**src/rtl/tdm_demux_pkg.sv**
```systemverilog
// Shared constants and types for the 16-lane TDM demultiplexer.
// Lane count, slot index width, FSM state encoding, last slot index.
package tdm_demux_pkg;

  localparam int LANES = 16;
  localparam int SEL_W = 4;

  typedef enum logic {
    IDLE    = 1'b0,
    CAPTURE = 1'b1
  } tdm_state_t;

  localparam logic [SEL_W-1:0] LAST_SLOT = SEL_W'(LANES - 1);

endpackage

```
**src/rtl/tdm_slot_counter.sv**
```systemverilog
// Slot index counter: sync clear, load-to-1, enable; flags LAST_SLOT.
// Ports: clk, rst_n, clr_i, load1_i, en_i -> cnt_o, last_o.
module tdm_slot_counter
  import tdm_demux_pkg::*;
(
  input  logic             clk,
  input  logic             rst_n,
  input  logic             clr_i,
  input  logic             load1_i,
  input  logic             en_i,
  output logic [SEL_W-1:0] cnt_o,
  output logic             last_o
);

  logic [SEL_W-1:0] cnt_q;
  logic [SEL_W-1:0] cnt_d;

  always_comb begin
    cnt_d = cnt_q;
    if (clr_i) begin
      cnt_d = '0;
    end else if (load1_i) begin
      cnt_d = SEL_W'(1);
    end else if (en_i) begin
      cnt_d = cnt_q + SEL_W'(1);
    end
  end

  always_ff @(posedge clk) begin
    if (!rst_n) begin
      cnt_q <= '0;
    end else begin
      cnt_q <= cnt_d;
    end
  end

  assign cnt_o  = cnt_q;
  assign last_o = (cnt_q == LAST_SLOT);

endmodule

```
**src/rtl/tdm_demux16.sv**
```systemverilog
// Serial-to-parallel 16-slot TDM demultiplexer with frame-start sync.
// Ports: clk, rst_n, din, din_valid, frame_start -> y, frame_valid, frame_err, sel, busy.
module tdm_demux16
  import tdm_demux_pkg::*;
(
  input  logic             clk,
  input  logic             rst_n,
  input  logic             din,
  input  logic             din_valid,
  input  logic             frame_start,
  output logic [LANES-1:0] y,
  output logic             frame_valid,
  output logic             frame_err,
  output logic [SEL_W-1:0] sel,
  output logic             busy
);

  tdm_state_t       state_q;
  // Slot 15 goes straight into y, so the shadow only keeps slots 0..14.
  logic [LANES-2:0] shadow_q;
  logic [LANES-1:0] y_q;
  logic             fv_q;
  logic             fe_q;
  logic             busy_q;

  logic [SEL_W-1:0] sel_cnt;
  logic             last;
  logic             start_idle;
  logic             restart;
  logic             take;
  logic             done;

  always_comb begin
    start_idle = (state_q == IDLE) && din_valid && frame_start;
    restart    = (state_q == CAPTURE) && din_valid && frame_start;
    take       = (state_q == CAPTURE) && din_valid && !frame_start;
    done       = take && last;
  end

  tdm_slot_counter u_cnt (
    .clk     (clk),
    .rst_n   (rst_n),
    .clr_i   (done),
    .load1_i (start_idle || restart),
    .en_i    (take && !last),
    .cnt_o   (sel_cnt),
    .last_o  (last)
  );

  always_ff @(posedge clk) begin
    if (!rst_n) begin
      state_q  <= IDLE;
      shadow_q <= '0;
      y_q      <= '0;
      fv_q     <= 1'b0;
      fe_q     <= 1'b0;
      busy_q   <= 1'b0;
    end else begin
      fv_q <= 1'b0;
      fe_q <= 1'b0;
      unique case (state_q)
        IDLE: begin
          if (start_idle) begin
            shadow_q[0] <= din;
            state_q     <= CAPTURE;
            busy_q      <= 1'b1;
          end
        end
        CAPTURE: begin
          if (restart) begin
            // Partial frame is dropped; this bit is the new slot 0.
            fe_q        <= 1'b1;
            shadow_q[0] <= din;
          end else if (take) begin
            if (last) begin
              y_q     <= {din, shadow_q};
              fv_q    <= 1'b1;
              state_q <= IDLE;
              busy_q  <= 1'b0;
            end else begin
              shadow_q[sel_cnt] <= din;
            end
          end
        end
        default: state_q <= IDLE;
      endcase
    end
  end

  assign y           = y_q;
  assign frame_valid = fv_q;
  assign frame_err   = fe_q;
  assign sel         = sel_cnt;
  assign busy        = busy_q;

endmodule

```
**config.mk**
```make
export PLATFORM = sky130hd
export DESIGN_NAME = tdm_demux16
export DESIGN_NICKNAME = d
export VERILOG_FILES = /design/src/rtl/tdm_demux_pkg.sv /design/src/rtl/tdm_slot_counter.sv /design/src/rtl/tdm_demux16.sv
export SDC_FILE = /design/constraint.sdc
export NUM_CORES = 1
export LEC_CHECK = 0
export CORE_MARGIN = 3
export CORE_UTILIZATION = 58
export CTS_BUF_LIST = sky130_fd_sc_hd__clkbuf_8
export DETAILED_ROUTE_END_ITERATION = 10
export GPL_ROUTABILITY_DRIVEN = 1
export PLACE_DENSITY_LB_ADDON = 0.15
export SLEW_MARGIN = 5
export SYNTH_ARGS = -nofsm -noshare
export SYNTH_HDL_FRONTEND = slang
export SYNTH_SLANG_ARGS = --single-unit
```
**constraint.sdc**
```tcl
create_clock -name clk -period 4.5 [get_ports clk]
set_input_delay 1.35 -clock clk [delete_from_list [all_inputs] [get_ports clk]]
set_output_delay 1.35 -clock clk [all_outputs]
set_load 0.05 [all_outputs]
```
* Yosys cells after proc, flatten, opt, wreduce, memory -nomap -nowiden
Cells that the tools add are included.
Word-level totals: flip-flop bits (word level) 39, input bits 5, output and inout port bits 23, logic and storage cells 66
Operators by class: add/sub/neg operators 1, order comparisons 2, equality and inequality tests 7, muxes and demuxes 22, bitwise logic cells 5, reductions and logical operators 20
Operators with widths (number):
- $mux W1 | 17
- $bwmux W15 | 1
- $reduce_and A4 Y1 | 3
- $logic_and A1 B1 Y1 | 8
- $pmux W1 S2 | 3
- $lt A4 B5 Y1 const B | 1
- $not A1 Y1 | 5
- $add A4 B1 Y4 const B | 1
- $demux W1 S4 | 1
- $eq A4 B4 Y1 const B | 1
- $ge A4 B1 Y1 const B | 1
- $ne A2 B1 Y1 const B | 2
- $ne A2 B2 Y1 const B | 2
- $reduce_or A4 Y1 | 1
- $ne A3 B1 Y1 const B | 1
- $ne A3 B2 Y1 const B | 1
- $reduce_and A3 Y1 | 1
- $reduce_or A3 Y1 | 1
- $logic_not A1 Y1 | 2
- $reduce_and A2 Y1 | 1
- $reduce_bool A2 Y1 | 1
- $reduce_or A2 Y1 | 1
- $logic_or A1 B1 Y1 | 1

* Longest topological paths before layout
Gate-level depths: netlist of the first run.
word-level depth 9, gate-level depth with buffers 5, mapped depth without buffers 5

* Hierarchy
Synthesis of the first run repeated with hierarchy kept, for this count alone.
Unflattened totals: cells, all modules 174, area, all modules 1629.1 um^2
Modules (own cells, without submodules):
- tdm_demux16 | instances 1, cells each 155, area each 1430.1 um^2, seq. area each 700.7 um^2
- tdm_slot_counter | instances 1, cells each 19, area each 198.9 um^2, seq. area each 80.1 um^2

* Worst setup path after synthesis of the first run
No wires, ideal clock.
path type in2reg, start input din_valid, end register u_cnt.cnt_q[3], in the netlist u_cnt.cnt_o[3], setup time 0.103 ns, arrival 2.142 ns, data required time 4.397 ns, path slack 2.254 ns, cell stages on the path 4, path buffers 1, cells stage by stage buf_4 and3b_2 a41oi_2 a2111oi_2
Between the ends: cells in the longest elaborated chain, start to end 4, elaborated cells on any way between the ends 9, classes of those cells reduce/logical: 9
Ends and longest elaborated chain:
- start, declared | line tdm_demux16.sv:9 | input logic din_valid,
- $logic_and A1 B1 Y1, on equally long branches | line tdm_demux16.sv:35, tdm_demux16.sv:36, tdm_demux16.sv:34
- $logic_and A1 B1 Y1, on equally long branches | line tdm_demux16.sv:36, tdm_demux16.sv:34, tdm_demux16.sv:35
- $logic_and A1 B1 Y1 or $logic_or A1 B1 Y1 (tied branches) | line tdm_demux16.sv:37, tdm_demux16.sv:44
- $reduce_or A3 Y1 (no source line)
- end signal, assigned | line tdm_slot_counter.sv:33 | cnt_q <= cnt_d;
- end, declared | line tdm_slot_counter.sv:15 | logic [SEL_W-1:0] cnt_q;
Several ways; a longest one is shown, not always the timed one. A chain may end at the register's enable or synchronous reset.

* Final worst setup path of the first run
start register u_cnt.cnt_q[2], in the netlist u_cnt.cnt_o[2], end output sel[2]
RTL lines:
- end, declared | line tdm_demux16.sv:14 | output logic [SEL_W-1:0] sel,
No word-level cell between the ends.

==> results of run 1 <==
[worst min-delay path, stage by stage (launching register included)]
cell and delay, ns:
dfxtp_1 0.31, nand2_1 0.05, o21ai_1 0.05
[logic make-up after synthesis]
family	count (synthesis)	synth area share (%)
AND/OR/NAND/NOR	71	21.4
flip-flops	39	47.1
multiplexers	31	18.7
buffers and inverters	13	4.68
AO/OA/AOI/OAI	10	4.53
adder cells (fa/ha/maj)	4	3.02
XOR/XNOR	1	0.528
[power breakdown]
group	internal, mW	switching, mW
registers	0.348	0.00388
logic	0.0122	0.0217
clock network	0.106	0.119
[sequential cells by signal, indices dropped and copies added, names as in the netlist]
| name | count |
|---|---|
| frame_err | 1 |
| state_q | 1 |
| shadow_q | 15 |
| frame_valid | 1 |
| u_cnt.cnt_o | 4 |
| busy | 1 |
| y | 16 |
[how the worst max path moves through the flow]
stage                     slack (ns)            from              to
after floorplan                 2.25       din_valid  u_cnt.cnt_o[3]
after global placement          1.39       din_valid         state_q
after detailed placement        1.29       din_valid            y[5]
after CTS                       1.36  u_cnt.cnt_o[2]          sel[2]
after global routing            1.28  u_cnt.cnt_o[2]          sel[2]
final                           1.35  u_cnt.cnt_o[2]          sel[2]
[cell type report]
| class | instances | area (sq um) |
|---|---|---|
| Timing Repair Buffer | 28 | 278 |
| Clock buffer | 5 | 68.8 |
| Multi-Input combinational cell | 117 | 800 |
| Fill cell | 193 | 602 |
| Inverter | 2 | 7.51 |
| Clock inverter | 3 | 16.3 |
| Sequential cell | 39 | 781 |
| Tap cell | 30 | 37.5 |
[layer usage]
metal,wire (um),share of wire [%],GRT usage [%]
met2,1440,45,30.7
met3,157,4.9,7.84
met1,1540,49,26.7
met5,0,0,0
met4,34,1.1,6.15
[cells in the mapped netlist (all sizes together)]
master / n / area [sq um]
a2111oi: 1 / 15.0
a211oi: 1 / 7.51
a31oi: 1 / 6.26
a41oi: 1 / 16.3
and2: 1 / 6.26
and3: 1 / 7.51
and3b: 1 / 10.0
buf: 9 / 62.6
clkbuf: 2 / 7.51
dfxtp: 39 / 781
ha: 4 / 50.1
inv: 2 / 7.51
mux2i: 31 / 310
nand2: 37 / 139
nand2b: 2 / 12.5
nand3: 4 / 20.0
nand3b: 1 / 7.51
nand4b: 5 / 58.8
nor2: 11 / 48.8
nor3: 7 / 35.0
nor4bb: 1 / 10.0
o21ai: 6 / 30.0
xor2: 1 / 8.76
==> flow_summary.toml, run 1 <==
[outcome]
status = "finished, final reports clean"

[floorplan]
rows = 18
fp.coreArea_sq_mm = 0.00259
start_util_pct = 64.0
die_h_um = 59.5
die_area_sq_mm = 0.00354
ios = 28
dieWidth_um = 59.5

[placement]
dp_cells = 216
gp_congestion = 0.825
dp_hpwl_um = 2150
pre_cts_ws_ns = 1.29
portBuffers = 27
dpl_cell_area_sq_mm = 0.00190

[synth]
ys_ff_latch = 39
synth_cell_types = 28
synth_cells = 169
ys_seq_area_share_pct = 47.1
synth_nets = 178
netlist_area_sq_mm = 0.00166
ys_warn_count = 0
syn_area_per_cell_sq_um = 9.81

[sta]
timing.fmax_ghz = 0.318
rsz0062_at_grt = "no"
whs_ns = 0.452
fin_skew_ns = 0.0111
finalMaxSlewViolations = 0
worstMarginPinSlew_ns = 0.731
hold_viol_final = 0
setup_slack_ns = 1.35
finalCritPeriodShare_pct = 70.0
setup_viol = 0
period_needed_ns = 3.15
fin_tns_setup_ns = 0
slew_headroom_pct = 51.1

[global_routing]
overflow = 0
grt_max_degree = 24
antenna_found_initial = 0
grt_use_total_pct = 20.3
grt_pass1_wl_um = 5350
first_global_vias = 1152

[power_and_ir_drop]
leakagePower_nw = 0.668
vdd_drop_max_uv = 348
p_per_area_mw_per_mm2 = 307
design_power_total_mw = 0.611

[setup_path]
crit_chain = "clkdlybuf4s50_1"
critPathBufInv = 1
cp_max_fo = 13
r2r_cells = 4
critPathKind = "reg2out"
r2r_start = "u_cnt.cnt_o[1]"
crit_slowest_cell = "clkdlybuf4s50_1"
required_ns = 3.15
startpoint_type = "register"
crit_cells = 1
slowest_delay_ns = 0.89
ff2ff_setup_slack_ns = 2.45
critical_path.top_delay_family = "buffers and inverters"
cp.arrival_ns = 1.80
r2r_end = "y[1]"
end_kind = "primary output"

[clocking]
post-cts-setup-buffer-count = 0
numCtsBuffers = 5
clk_latency_ns = 0.29
cts_hold_buffers = 0
htreeDepth = 2
cts_root_buf = "clkbuf_8"
path_clk_slew_ns = 0.08
tritoncts = "done"
cts_resized = 0
clock-sinks = 39
clock_path_buffers = 2

[flow_run]
drv_cap = 0

[cells_and_area]
n_antenna_cell = 0
final_common_cell = "dfxtp_1"
fin_area_sq_mm = 0.00199
layout.cells.most_common_list = "dfxtp_1 (39), nand2_1 (37), mux2i_1 (31)"
fin_util_pct = 76.8
syn_to_final_growth_pct = 19.9
drive_above_1_share_pct = 7.22
finalNetCount = 202
final_cell_count_no_fill = 224

[worst_hold_path]
min_to = "busy"
hold_depth = 2
hold_class = "reg2reg"
worstHoldStart = "busy"

[detailed_routing]
drt-wirelength-per-cell_um = 14.2
antenna_left = 0
drt-total-wl_um = 3170
avgViaCountPerCell = 5.41
drt_iter0_markers = 59
route.detailed.drc = 0
vias = 1212
dr.pass1.iters = 4
Power figures use the tool's default switching activity.
==> inputs of run 2 (changes only) <==
- CORE_UTILIZATION: 58 -> 49
- clock period: 4.5 -> 2.8 ns (I/O delays scaled with it)
==> flow_summary.toml, run 2 (synthesis results as in run 1) <==
[sta]
rsz0062_at_grt = "no"
finalCritPeriodShare_pct = 92.7
fin_tns_setup_ns = 0
worstMarginPinSlew_ns = 0.504
timing.fmax_ghz = 0.385
period_needed_ns = 2.60
hold_viol_final = 0
finalMaxSlewViolations = 0
fin_skew_ns = 0.00365
setup_viol = 0
slew_headroom_pct = 66.3
setup_slack_ns = 0.203

[clocking]
clock-sinks = 39
post-cts-setup-buffer-count = 0
tritoncts = "done"
path_clk_slew_ns = 0.07
htreeDepth = 2
clock_path_buffers = 2
cts_hold_buffers = 0
cts_resized = 0
cts_root_buf = "clkbuf_8"
clk_latency_ns = 0.28
numCtsBuffers = 5

[detailed_routing]
drt-total-wl_um = 3180
vias = 1236
drt_iter0_markers = 96
avgViaCountPerCell = 5.13
dr.pass1.iters = 4
drt-wirelength-per-cell_um = 13.2
antenna_left = 0
route.detailed.drc = 0

[cells_and_area]
n_antenna_cell = 0
largest_reg_flops = 16
fillCellCount = 275
multi_input_area_sq_um = 800
syn_to_final_growth_pct = 23.8
regArea_sq_um = 781
finalNetCount = 206
final_common_cell = "dfxtp_1"
drive_above_1_share_pct = 8.63
fin_util_pct = 65.6
final_cell_count_no_fill = 241
layout.cells.most_common_list = "dfxtp_1 (39), nand2_1 (37), mux2i_1 (31)"

[floorplan]
rows = 20
fp.coreArea_sq_mm = 0.00313
ios = 28
start_util_pct = 53.0
dieWidth_um = 64.2
die_h_um = 64.2
die_area_sq_mm = 0.00412

[placement]
dp_hpwl_um = 2280
gp_congestion = 0.943
pre_cts_ws_ns = 0.425
dp_cells = 234
portBuffers = 27

[setup_path]
r2r_cells = 5
critPathBufInv = 1
critical_path.top_delay_family = "buffers and inverters"
slowest_delay_ns = 0.89
cp_max_fo = 12
crit_slowest_cell = "clkdlybuf4s50_1"
end_kind = "primary output"
crit_cells = 1
cp.arrival_ns = 1.76
crit_chain = "clkdlybuf4s50_1"
startpoint_type = "register"
critPathKind = "reg2out"
required_ns = 1.96

[global_routing]
grt_use_total_pct = 16.8
grt_pass1_wl_um = 5550
antenna_found_initial = 0
first_global_vias = 1217
grt_max_degree = 22
overflow = 0

[power_and_ir_drop]
design_power_total_mw = 1.06
leakagePower_nw = 0.699
vdd_drop_max_uv = 314
p_per_area_mw_per_mm2 = 517

[outcome]
status = "finished, final reports clean"

[flow_run]
drv_cap = 0

[worst_hold_path]
hold_class = "reg2reg"
hold_depth = 2
## run 2: power by group
part | total [mW] | leakage (nW) | internal (mW) | switching, mW
Clock | 0.440 | 0.0554 | 0.258 | 0.183
Sequential | 0.566 | 0.315 | 0.559 | 0.00650
Combinational | 0.0548 | 0.329 | 0.0205 | 0.0343
Total | 1.06 | 0.699 | 0.837 | 0.223
## run 2: final timing paths
kind / endpoint / from / slack, ns
min: busy / busy / 0.45
max: sel[3] / u_cnt.cnt_o[3] / 0.20
min reg2reg: busy / busy / 0.45
max reg2reg: y[11] / u_cnt.cnt_o[0] / 1.08
## run 2: per-layer routing
| layer | wire [um] | vias to the layer above | part of all wire (%) | global-route usage, % |
|---|---|---|---|---|
| li1 | - | 627 | - | - |
| met1 | 1580 | 585 | 50 | 22.2 |
| met2 | 1460 | 22 | 46 | 27.6 |
| met3 | 129 | 2 | 4.1 | 4.04 |
| met4 | 13 | 0 | 0.41 | 3.96 |
| met5 | 0 | - | 0 | 0 |
## run 2: tightest hold or removal path: stages (launching register included)
cell and delay, ns:
dfxtp_1 0.31, nand2_1 0.05, o21ai_1 0.05
## run 2: per-stage QoR
step | cell area (sq um) | hold WS [ns]
floorplan | 1660 | 0.443
global placement | 1950 | 0.434
detailed placement | 1950 | 0.441
CTS | 2050 | 0.451
global route | 2050 | 0.480
finish | 2050 | 0.449
## run 2: final cells by class
| type | instances | area share [%] |
|---|---|---|
| Multi-Input combinational cell | 117 | 38.9 |
| Sequential cell | 39 | 38.0 |
| Timing Repair Buffer | 32 | 15.0 |
| Clock buffer | 5 | 3.35 |
| Tap cell | 44 | 2.68 |
| Clock inverter | 2 | 1.65 |
| Inverter | 2 | 0.366 |
